===== config.mk =====
export PLATFORM = sky130hd
export DESIGN_NAME = pipeline_stall_controller
export DESIGN_NICKNAME = d
export VERILOG_FILES = /design/src/rtl/pipeline_stall_controller_pkg.sv /design/src/rtl/pipeline_stall_controller_sat_counter.sv /design/src/rtl/pipeline_stall_controller.sv
export SDC_FILE = /design/constraint.sdc
export NUM_CORES = 1
export LEC_CHECK = 0
export BUFFER_PORTS_ARGS = -buffer_cell sky130_fd_sc_hd__buf_2
export CORE_MARGIN = 3
export CORE_UTILIZATION = 55
export CTS_CLUSTER_DIAMETER = 200
export DETAILED_ROUTE_END_ITERATION = 10
export GPL_ROUTABILITY_DRIVEN = 0
export PLACE_DENSITY_LB_ADDON = 0.08
export SYNTH_ARGS = -nofsm -noshare
export SYNTH_HDL_FRONTEND = slang
export SYNTH_SLANG_ARGS = --single-unit

===== constraint.sdc =====
create_clock -name clk -period 3.08 [get_ports clk]
set_clock_uncertainty 0.05 [all_clocks]
set_input_delay 0.154 -clock clk [delete_from_list [all_inputs] [get_ports clk]]
set_output_delay 0.154 -clock clk [all_outputs]
set_load 0.01 [all_outputs]

===== src/rtl/pipeline_stall_controller_pkg.sv =====
// Shared core package for the pipeline stall controller.
// Holds the memory-wait FSM state type, the per-stage control bundle that
// the pipeline registers consume, the fixed control patterns used in reset
// and error, and a helper that reduces a control bundle to "any flush".
package pipeline_stall_controller_pkg;

  typedef enum logic [1:0] {
    RUN      = 2'd0,
    MEM_WAIT = 2'd1,
    ERROR    = 2'd2
  } stall_state_t;

  // One enable and one flush per pipeline register; the PC has no flush.
  typedef struct packed {
    logic pc_en;
    logic if_id_en;
    logic id_ex_en;
    logic ex_mem_en;
    logic mem_wb_en;
    logic if_id_flush;
    logic id_ex_flush;
    logic ex_mem_flush;
    logic mem_wb_flush;
  } stage_ctrl_t;

  // Free-running pipeline: everything advances, nothing is squashed.
  localparam stage_ctrl_t CTRL_RUN = '{
    pc_en: 1'b1, if_id_en: 1'b1, id_ex_en: 1'b1, ex_mem_en: 1'b1, mem_wb_en: 1'b1,
    if_id_flush: 1'b0, id_ex_flush: 1'b0, ex_mem_flush: 1'b0, mem_wb_flush: 1'b0
  };

  // While reset is held every pipeline register is loaded with a bubble.
  localparam stage_ctrl_t CTRL_RESET = '{
    pc_en: 1'b0, if_id_en: 1'b0, id_ex_en: 1'b0, ex_mem_en: 1'b0, mem_wb_en: 1'b0,
    if_id_flush: 1'b1, id_ex_flush: 1'b1, ex_mem_flush: 1'b1, mem_wb_flush: 1'b1
  };

  // Halted core: all registers frozen in place so the failing state can be inspected.
  localparam stage_ctrl_t CTRL_HALT = '{
    pc_en: 1'b0, if_id_en: 1'b0, id_ex_en: 1'b0, ex_mem_en: 1'b0, mem_wb_en: 1'b0,
    if_id_flush: 1'b0, id_ex_flush: 1'b0, ex_mem_flush: 1'b0, mem_wb_flush: 1'b0
  };

  function automatic logic anyFlush(input stage_ctrl_t c);
    return c.if_id_flush | c.id_ex_flush | c.ex_mem_flush | c.mem_wb_flush;
  endfunction

endpackage


===== src/rtl/pipeline_stall_controller_sat_counter.sv =====
// Saturating up-counter used for the stall/flush performance counters.
// Ports:
//   clk     - clock
//   rst     - synchronous active-high reset, clears the count
//   i_inc   - count one event this cycle
//   o_count - current count; sticks at all-ones instead of wrapping
module sat_counter #(
  parameter int W = 32
) (
  input  logic         clk,
  input  logic         rst,
  input  logic         i_inc,
  output logic [W-1:0] o_count
);

  logic [W-1:0] r_count;

  // Increment only while below all-ones so the value never wraps back to zero.
  always_ff @(posedge clk) begin
    if (rst) begin
      r_count <= '0;
    end else if (i_inc && (r_count != '1)) begin
      r_count <= r_count + W'(1);
    end
  end

  assign o_count = r_count;

endmodule


===== src/rtl/pipeline_stall_controller.sv =====
// Pipeline stall controller: merges load-use hazards, EX branch redirects and
// instruction/data memory wait states into per-stage enable/flush controls.
// A small FSM tracks outstanding dmem waits and halts the core on timeout.
// Ports:
//   clk, rst                       - clock, synchronous active-high reset
//   load_use_stall/load_use_flush  - ID hazard detection requests
//   branch_taken_ex                - taken branch/jump resolved in EX
//   imem_ready                     - fetch data valid this cycle
//   dmem_req_mem, dmem_ready       - dmem access in MEM and its completion
//   pc_en, *_en, *_flush           - stage controls (flush wins over enable)
//   halted, mem_timeout            - ERROR state, sticky dmem timeout flag
//   stall_cycles, flush_count      - saturating performance counters
module pipeline_stall_controller
  import pipeline_stall_controller_pkg::*;
#(
  parameter int CNT_W       = 32,
  parameter int MEM_TIMEOUT = 256,
  parameter int TO_W        = $clog2(MEM_TIMEOUT + 1)
) (
  input  logic             clk,
  input  logic             rst,
  input  logic             load_use_stall,
  input  logic             load_use_flush,
  input  logic             branch_taken_ex,
  input  logic             imem_ready,
  input  logic             dmem_req_mem,
  input  logic             dmem_ready,
  output logic             pc_en,
  output logic             if_id_en,
  output logic             id_ex_en,
  output logic             ex_mem_en,
  output logic             mem_wb_en,
  output logic             if_id_flush,
  output logic             id_ex_flush,
  output logic             ex_mem_flush,
  output logic             mem_wb_flush,
  output logic             halted,
  output logic             mem_timeout,
  output logic [CNT_W-1:0] stall_cycles,
  output logic [CNT_W-1:0] flush_count
);

  localparam logic [TO_W-1:0] WAIT_LAST = TO_W'(MEM_TIMEOUT - 1);

  stall_state_t    r_state;
  stall_state_t    w_stateNext;
  logic [TO_W-1:0] r_waitCnt;
  logic [TO_W-1:0] w_waitCntNext;
  logic            r_memTimeout;
  logic            w_timeoutSet;
  logic            w_dmemWait;
  logic            w_halted;
  stage_ctrl_t     w_ctrl;

  // Once MEM_WAIT is entered the wait persists until dmem_ready, even if the
  // request line is momentarily dropped by the frozen MEM stage.
  assign w_dmemWait = ((r_state == MEM_WAIT) || dmem_req_mem) && !dmem_ready;

  // Stage control decode: reset, then halt, then the hazard priority chain.
  // A dmem wait freezes everything up to EX/MEM, so a concurrent branch stays
  // parked in EX and redirects in the cycle the access finally completes.
  always_comb begin
    w_ctrl   = CTRL_RUN;
    w_halted = 1'b0;
    if (rst) begin
      w_ctrl = CTRL_RESET;
    end else if (r_state == ERROR) begin
      w_ctrl   = CTRL_HALT;
      w_halted = 1'b1;
    end else if (w_dmemWait) begin
      w_ctrl.pc_en        = 1'b0;
      w_ctrl.if_id_en     = 1'b0;
      w_ctrl.id_ex_en     = 1'b0;
      w_ctrl.ex_mem_en    = 1'b0;
      w_ctrl.mem_wb_flush = 1'b1;
    end else if (branch_taken_ex) begin
      w_ctrl.if_id_flush = 1'b1;
      w_ctrl.id_ex_flush = 1'b1;
    end else begin
      if (load_use_stall) begin
        w_ctrl.pc_en       = 1'b0;
        w_ctrl.if_id_en    = 1'b0;
        w_ctrl.id_ex_flush = 1'b1;
      end else if (!imem_ready) begin
        w_ctrl.pc_en       = 1'b0;
        w_ctrl.if_id_flush = 1'b1;
      end
      if (load_use_flush) begin
        w_ctrl.id_ex_flush = 1'b1;
      end
    end
  end

  // Memory-wait FSM next state. wait_cnt counts frozen cycles already spent
  // waiting; reaching MEM_TIMEOUT-1 with dmem still busy means this is the
  // last permitted frozen cycle, so the next state is ERROR.
  always_comb begin
    w_stateNext   = r_state;
    w_waitCntNext = r_waitCnt;
    w_timeoutSet  = 1'b0;
    case (r_state)
      RUN: begin
        if (w_dmemWait) begin
          w_stateNext   = MEM_WAIT;
          w_waitCntNext = TO_W'(1);
        end
      end
      MEM_WAIT: begin
        if (dmem_ready) begin
          w_stateNext   = RUN;
          w_waitCntNext = '0;
        end else if (r_waitCnt == WAIT_LAST) begin
          w_stateNext   = ERROR;
          w_waitCntNext = '0;
          w_timeoutSet  = 1'b1;
        end else begin
          w_waitCntNext = r_waitCnt + TO_W'(1);
        end
      end
      ERROR: begin
        w_stateNext = ERROR;
      end
      default: begin
        w_stateNext   = RUN;
        w_waitCntNext = '0;
      end
    endcase
  end

  // State, wait counter and sticky timeout flag; reset wins even mid-wait.
  always_ff @(posedge clk) begin
    if (rst) begin
      r_state      <= RUN;
      r_waitCnt    <= '0;
      r_memTimeout <= 1'b0;
    end else begin
      r_state   <= w_stateNext;
      r_waitCnt <= w_waitCntNext;
      if (w_timeoutSet) begin
        r_memTimeout <= 1'b1;
      end
    end
  end

  // A halted core holds pc_en low forever; that is not counted as stalling.
  sat_counter #(.W(CNT_W)) u_stallCounter (
    .clk     (clk),
    .rst     (rst),
    .i_inc   (!w_ctrl.pc_en && (r_state != ERROR)),
    .o_count (stall_cycles)
  );

  sat_counter #(.W(CNT_W)) u_flushCounter (
    .clk     (clk),
    .rst     (rst),
    .i_inc   (anyFlush(w_ctrl) && !rst),
    .o_count (flush_count)
  );

  assign pc_en        = w_ctrl.pc_en;
  assign if_id_en     = w_ctrl.if_id_en;
  assign id_ex_en     = w_ctrl.id_ex_en;
  assign ex_mem_en    = w_ctrl.ex_mem_en;
  assign mem_wb_en    = w_ctrl.mem_wb_en;
  assign if_id_flush  = w_ctrl.if_id_flush;
  assign id_ex_flush  = w_ctrl.id_ex_flush;
  assign ex_mem_flush = w_ctrl.ex_mem_flush;
  assign mem_wb_flush = w_ctrl.mem_wb_flush;
  assign halted       = w_halted;
  assign mem_timeout  = r_memTimeout;

endmodule


=== After elaboration in Yosys (flattened, before gate mapping) ===
Cells that the tools add are included.
W data, S select, Z words.

* Bits in registers: 76
* Bits of input ports: 8
* Output and inout bits: 75
* Logic and storage cells: 63

* Add/subtract/negate cells: 3
* Equal/unequal tests: 8
* Muxes and demuxes: 31
* Bitwise operators: 4
* Reduce and logical (&&, ||, !) cells: 12

{| class="wikitable"
|+ Operators with widths
! kind !! number
|-
| $add A32 B1 Y32 const B || 2
|-
| $ne A32 B32 Y1 const B || 2
|-
| $mux W9 || 4
|-
| $pmux W9 S3 || 1
|-
| $mux W2 || 9
|-
| $mux W1 || 15
|-
| $add A9 B1 Y9 const B || 1
|-
| $eq A9 B8 Y1 const B || 1
|-
| $pmux W2 S3 || 1
|-
| $logic_and A1 B1 Y1 || 5
|-
| $mux W4 || 1
|-
| $ne A2 B2 Y1 const B || 2
|-
| $reduce_and A2 Y1 || 2
|-
| $logic_not A1 Y1 || 3
|-
| $ne A3 B2 Y1 const B || 1
|-
| $or A1 B1 Y1 || 3
|-
| $eq A2 B1 Y1 const B || 1
|-
| $eq A2 B2 Y1 const B || 1
|-
| $logic_not A2 Y1 || 1
|-
| $logic_or A1 B1 Y1 || 1
|-
| $not A1 Y1 || 1
|}

=== Depth between registers and ports, before layout ===
* Depth after elaboration: 11
* Mapped depth: 9
* Gate-level depth less buffers: 6

=== Cells and area by module ===
A second synthesis with hierarchy kept.

* Cells, all modules: 482
* Area, all modules: 4,043.9 um2

{| class="wikitable"
|+ Modules (own cells, without submodules)
! module !! instances !! cells each !! area each (um2) !! seq. area each (um2)
|-
| sat_counter || 2 || 199 || 1,674.1 || 640.6
|-
| pipeline_stall_controller || 1 || 84 || 695.7 || 240.2
|}

=== Worst setup path before layout ===
OpenSTA, ideal clock, no wires.

* Path type: reg-to-reg
* From: register r_state[1]
* To: register u_stallCounter.r_count[31], in the netlist u_stallCounter.o_count[31]
* Setup time: 0.123 ns
* Arrival time: 2.077 ns
* Required time: 2.907 ns
* Path slack: 0.830 ns
* Stages on the path, launching flop included: 9
* Buffers on the path: 2
* Clock period less this slack: 2.250 ns
* Path through: dfxtp_1 > or3b_1 > buf_6 > nand4b_4 > inv_2 > a211o_1 > buf_6 > nor4_1 > mux2_1

* Longest elaborated chain between the ends: 9
* Elaborated cells on any way between the ends: 11
* Classes of those cells: 3 x eq/ne; 3 x mux; 5 x reduce/logical

{| class="wikitable"
|+ RTL lines
! element !! RTL line !! RTL
|-
| from (decl) || pipeline_stall_controller.sv:45 || <nowiki>stall_state_t r_state;</nowiki>
|-
| from (signal assigned) || pipeline_stall_controller.sv:137 || <nowiki>r_state <= w_stateNext;</nowiki>
|-
| $eq A2 B1 Y1 || pipeline_stall_controller.sv:57 || <nowiki>assign w_dmemWait = ((r_state == MEM_WAIT) || dmem_req_mem) && !dmem_ready;</nowiki>
|-
| $logic_or A1 B1 Y1 || pipeline_stall_controller.sv:57 ||
|-
| $logic_and A1 B1 Y1 || pipeline_stall_controller.sv:57 ||
|-
| $mux W2 || pipeline_stall_controller.sv:70 || <nowiki>end else if (w_dmemWait) begin</nowiki>
|-
| $mux W4 || pipeline_stall_controller.sv:67 || <nowiki>end else if (r_state == ERROR) begin</nowiki>
|-
| $mux W9 || pipeline_stall_controller.sv:65 || <nowiki>if (rst) begin</nowiki>
|-
| $logic_not A1 Y1 || pipeline_stall_controller.sv:149 || <nowiki>.i_inc (!w_ctrl.pc_en && (r_state != ERROR)),</nowiki>
|-
| $logic_and A1 B1 Y1 (*) || pipeline_stall_controller.sv:149 ||
|-
| $logic_and A1 B1 Y1 (*) || pipeline_stall_controller_sat_counter.sv:22 || <nowiki>end else if (i_inc && (r_count != '1)) begin</nowiki>
|-
| to (signal assigned) || pipeline_stall_controller_sat_counter.sv:23 || <nowiki>r_count <= r_count + W'(1);</nowiki>
|-
| to (decl) || pipeline_stall_controller_sat_counter.sv:16 || <nowiki>logic [W-1:0] r_count;</nowiki>
|}

Every way passes the cells marked *; elsewhere a longest branch is shown, timed or not.
A chain may end at the register's enable or synchronous reset.

=== Worst setup path in the final report ===
* From: register r_state[0]
* To: register u_stallCounter.r_count[27], in the netlist u_stallCounter.o_count[27]

Same word-level chain as after synthesis.

==> qor.csv <==
metric,value,unit
worst_hold_path.num_cells,4,
drc,0,
worst_r2r_startpoint,r_state[0],
critPathRequiredTime,3260,ps
critical_path.startpoint,r_state[0],
period_needed,2695,ps
worst-slew-pin-transition,1218,ps
first_global_vias,3508,
p_leak,0.001765,uW
hp-start,dmem_ready,
chipWidth,92.20,um
timing.critical_path.cells,or3b_1 > nand4b_4 > inv_2 > a211o_1 > nor4_1 > mux2_1,
pwr_dens,425.2,mW/mm^2
placed_cells,661,
power,2041,uW
worst-endpoint-arrival,2880,ps
stdcell_count,676,
cts.path.max_buffers,2,
drt_pre_antenna_iters,4,
worst_hold_path_type,input pin to register,
cts_post_setup_buffers_inserted,0,
hold_viol,0,
syn-num-nets,516,
avg_vias_per_cell,6.067,
synth_async_sr_flop_share,0,%
synth_cell_types,49,
worst-path-max-fanout,23,
synthFlopType,dfxtp_1,
fp.dieH,92.20,um
total_of_warnings_raised_by_yosys,0,
synth_sequential_area_ratio,37.23,%
row_count,30,
synth.ff_latch_count,76,
cts-buffers-inserted,9,
clock_tree_from_tritoncts,yes,
vdd_ir_drop_max,0.0002491,V
cts-root-buf,clkbuf_8,
syn_area,0.004086,sq mm
largest_net_degree_at_the_start_of_global_routing,94,
core-area,0.006982,sq mm
slew_viol_final,0,
crit_path_max_cell_delay,520,ps
worstSkewPairLatency,350,ps
port_buffers,82,
cap_viol_max_count,0,
final_antenna_net_count,0,
groute.usage.overall,23.16,%
cp-end-kind,register,
clkSinkCount,76,
dpl.hpwl,6951,um
layout.cell_area.non_filler,0.004801,sq mm
vias,4101,
post_synthesis_cell_count,505,
fillers,608,
average_footprint_of_a_synthesized_cell,8.092,sq um
most-common-layout-cells,"buf_2 (82), dfxtp_1 (76), a21oi_1 (56)",
layout-drive-gt1-share,20.34,%
initial_core_util,58.53,%
top_level_ports,83,
antenna_cells_inserted,0,
globalRouteOverflowTotal,0,
ctsResizeCount,0,
drtIter0Drc,174,
cts_hold_buffers,0,
layout.nets,587,
ctsHtreeMaxLevel,3,
area_growth_syn_to_layout,17.48,%
timing.setup.critical_path_class,register to register,
routed_wirelength,9965,um
status,finished clean,
dieArea,0.008500,sq mm
clk_pin_slew,70,ps
final_period_utilization,87.50,%
setup_viol_count_final,0,
post_drt_wl_per_cell,14.74,um
rr_worst_depth,6,
worstSetupStartpointType,register,
antenna_violations_before_repair,0,
timing.critical_path.slowest_stage_cell,or3b_1,
fin_tns_setup,0,ps
most_common_cell_after_layout_fill_and_taps_aside,buf_2,
max_clock_freq,371.0,MHz
grt_pass1_wl,16350,um
rsz0062_at_grt,false,
max_slew_margin,18.32,%
detailed_place.area,0.004563,sq mm
synth_edf_count,0,
## cells by family (layout without fill, tap and decap cells)
group | count (synthesis) | count (layout) | synth area share [%]
xor gates and xnor gates | 5 | 5 | 1.072
DFF | 76 | 76 | 37.23
muxes | 15 | 15 | 4.133
adders and majority gates | 3 | 3 | 0.9187
AOI/OAI and AO/OA | 141 | 141 | 20.91
buffers and inverters | 45 | 120 | 4.807
and+or+nand+nor | 220 | 220 | 30.93
## power by group
group	internal (uW)	total (uW)	switching, uW
registers	991	1010	14.0
logic	43.6	120	76.6
clock network	553	916	363
## metrics by stage
stage / hold slack [ps] / utilization [%] / worst slack [ps]
6_report: 128.7 / 68.76 / 384.9
2_1_floorplan: 309.3 / - / 830.0
4_1_cts: 117.8 / 68.76 / 390.1
3_5_place_dp: 391.5 / 65.36 / 393.9
5_1_grt: 181.3 / 68.76 / 236.0
3_3_place_gp: 381.0 / 65.36 / 526.7
## final timing paths
kind / to / slack (ps)
max: u_stallCounter.o_count[27] / 380
min: r_state[0] / 130
max reg2reg: u_stallCounter.o_count[27] / 380
min reg2reg: mem_timeout / 400
## routing by layer
layer | part of all wire [%] | wire length, um | GRT usage, % | vias up
li1 | - | - | - | 2053
met1 | 45 | 4517 | 29.92 | 1940
met2 | 48 | 4825 | 38.02 | 95
met3 | 4.9 | 486 | 4.266 | 13
met4 | 1.4 | 135 | 9.530 | 0
met5 | 0 | 0 | 0 | -
## cell usage after synthesis, types with 4 or more instances
cell,instances,share of area [%]
dfxtp_1,76,37
a21oi_1,56,6.9
nor2_1,44,4.0
o31ai_1,31,5.7
or4_1,29,5.3
nand3_1,28,3.4
o21ai_0,25,3.1
clkbuf_1,24,2.2
nand2_1,21,1.9
nand4_1,18,2.8
or3_1,18,2.8
nor2b_1,16,2.4
nor4_1,16,2.4
mux2_1,14,3.9
inv_1,10,0.92
and4_1,5,1.1
o21ai_1,5,0.61
o21bai_1,5,0.92
and3_1,4,0.61
buf_2,4,0.49
nor3_1,4,0.49
o211ai_1,4,0.73
## critical path: cells and delay by family, from the launching register on
family / cells / cell delay, ps
flops: 1 / 500
buf+inv: 1 / 70
compound gates: 1 / 510
mux: 1 / 350
simple gates: 3 / 1100
## flip-flops by register name (all words and copies together) (netlist names)
name	flops
u_flushCounter.o_count	32
u_stallCounter.o_count	32
r_waitCnt	9
r_state	2
mem_timeout	1
## layout make-up
type                    instances  area, sq um  area share [%]
multi-input cells             384         2380           49.57
inverters                      11        41.29          0.8600
clock inverters                 5        100.1           2.085
repair buffers                 94        500.5           10.42
flip-flops and latches         76         1521           31.69
clock buffers                  10        137.6           2.867
well taps                      96        120.1           2.502
Note: power is estimated with default switching activity, not from simulation.
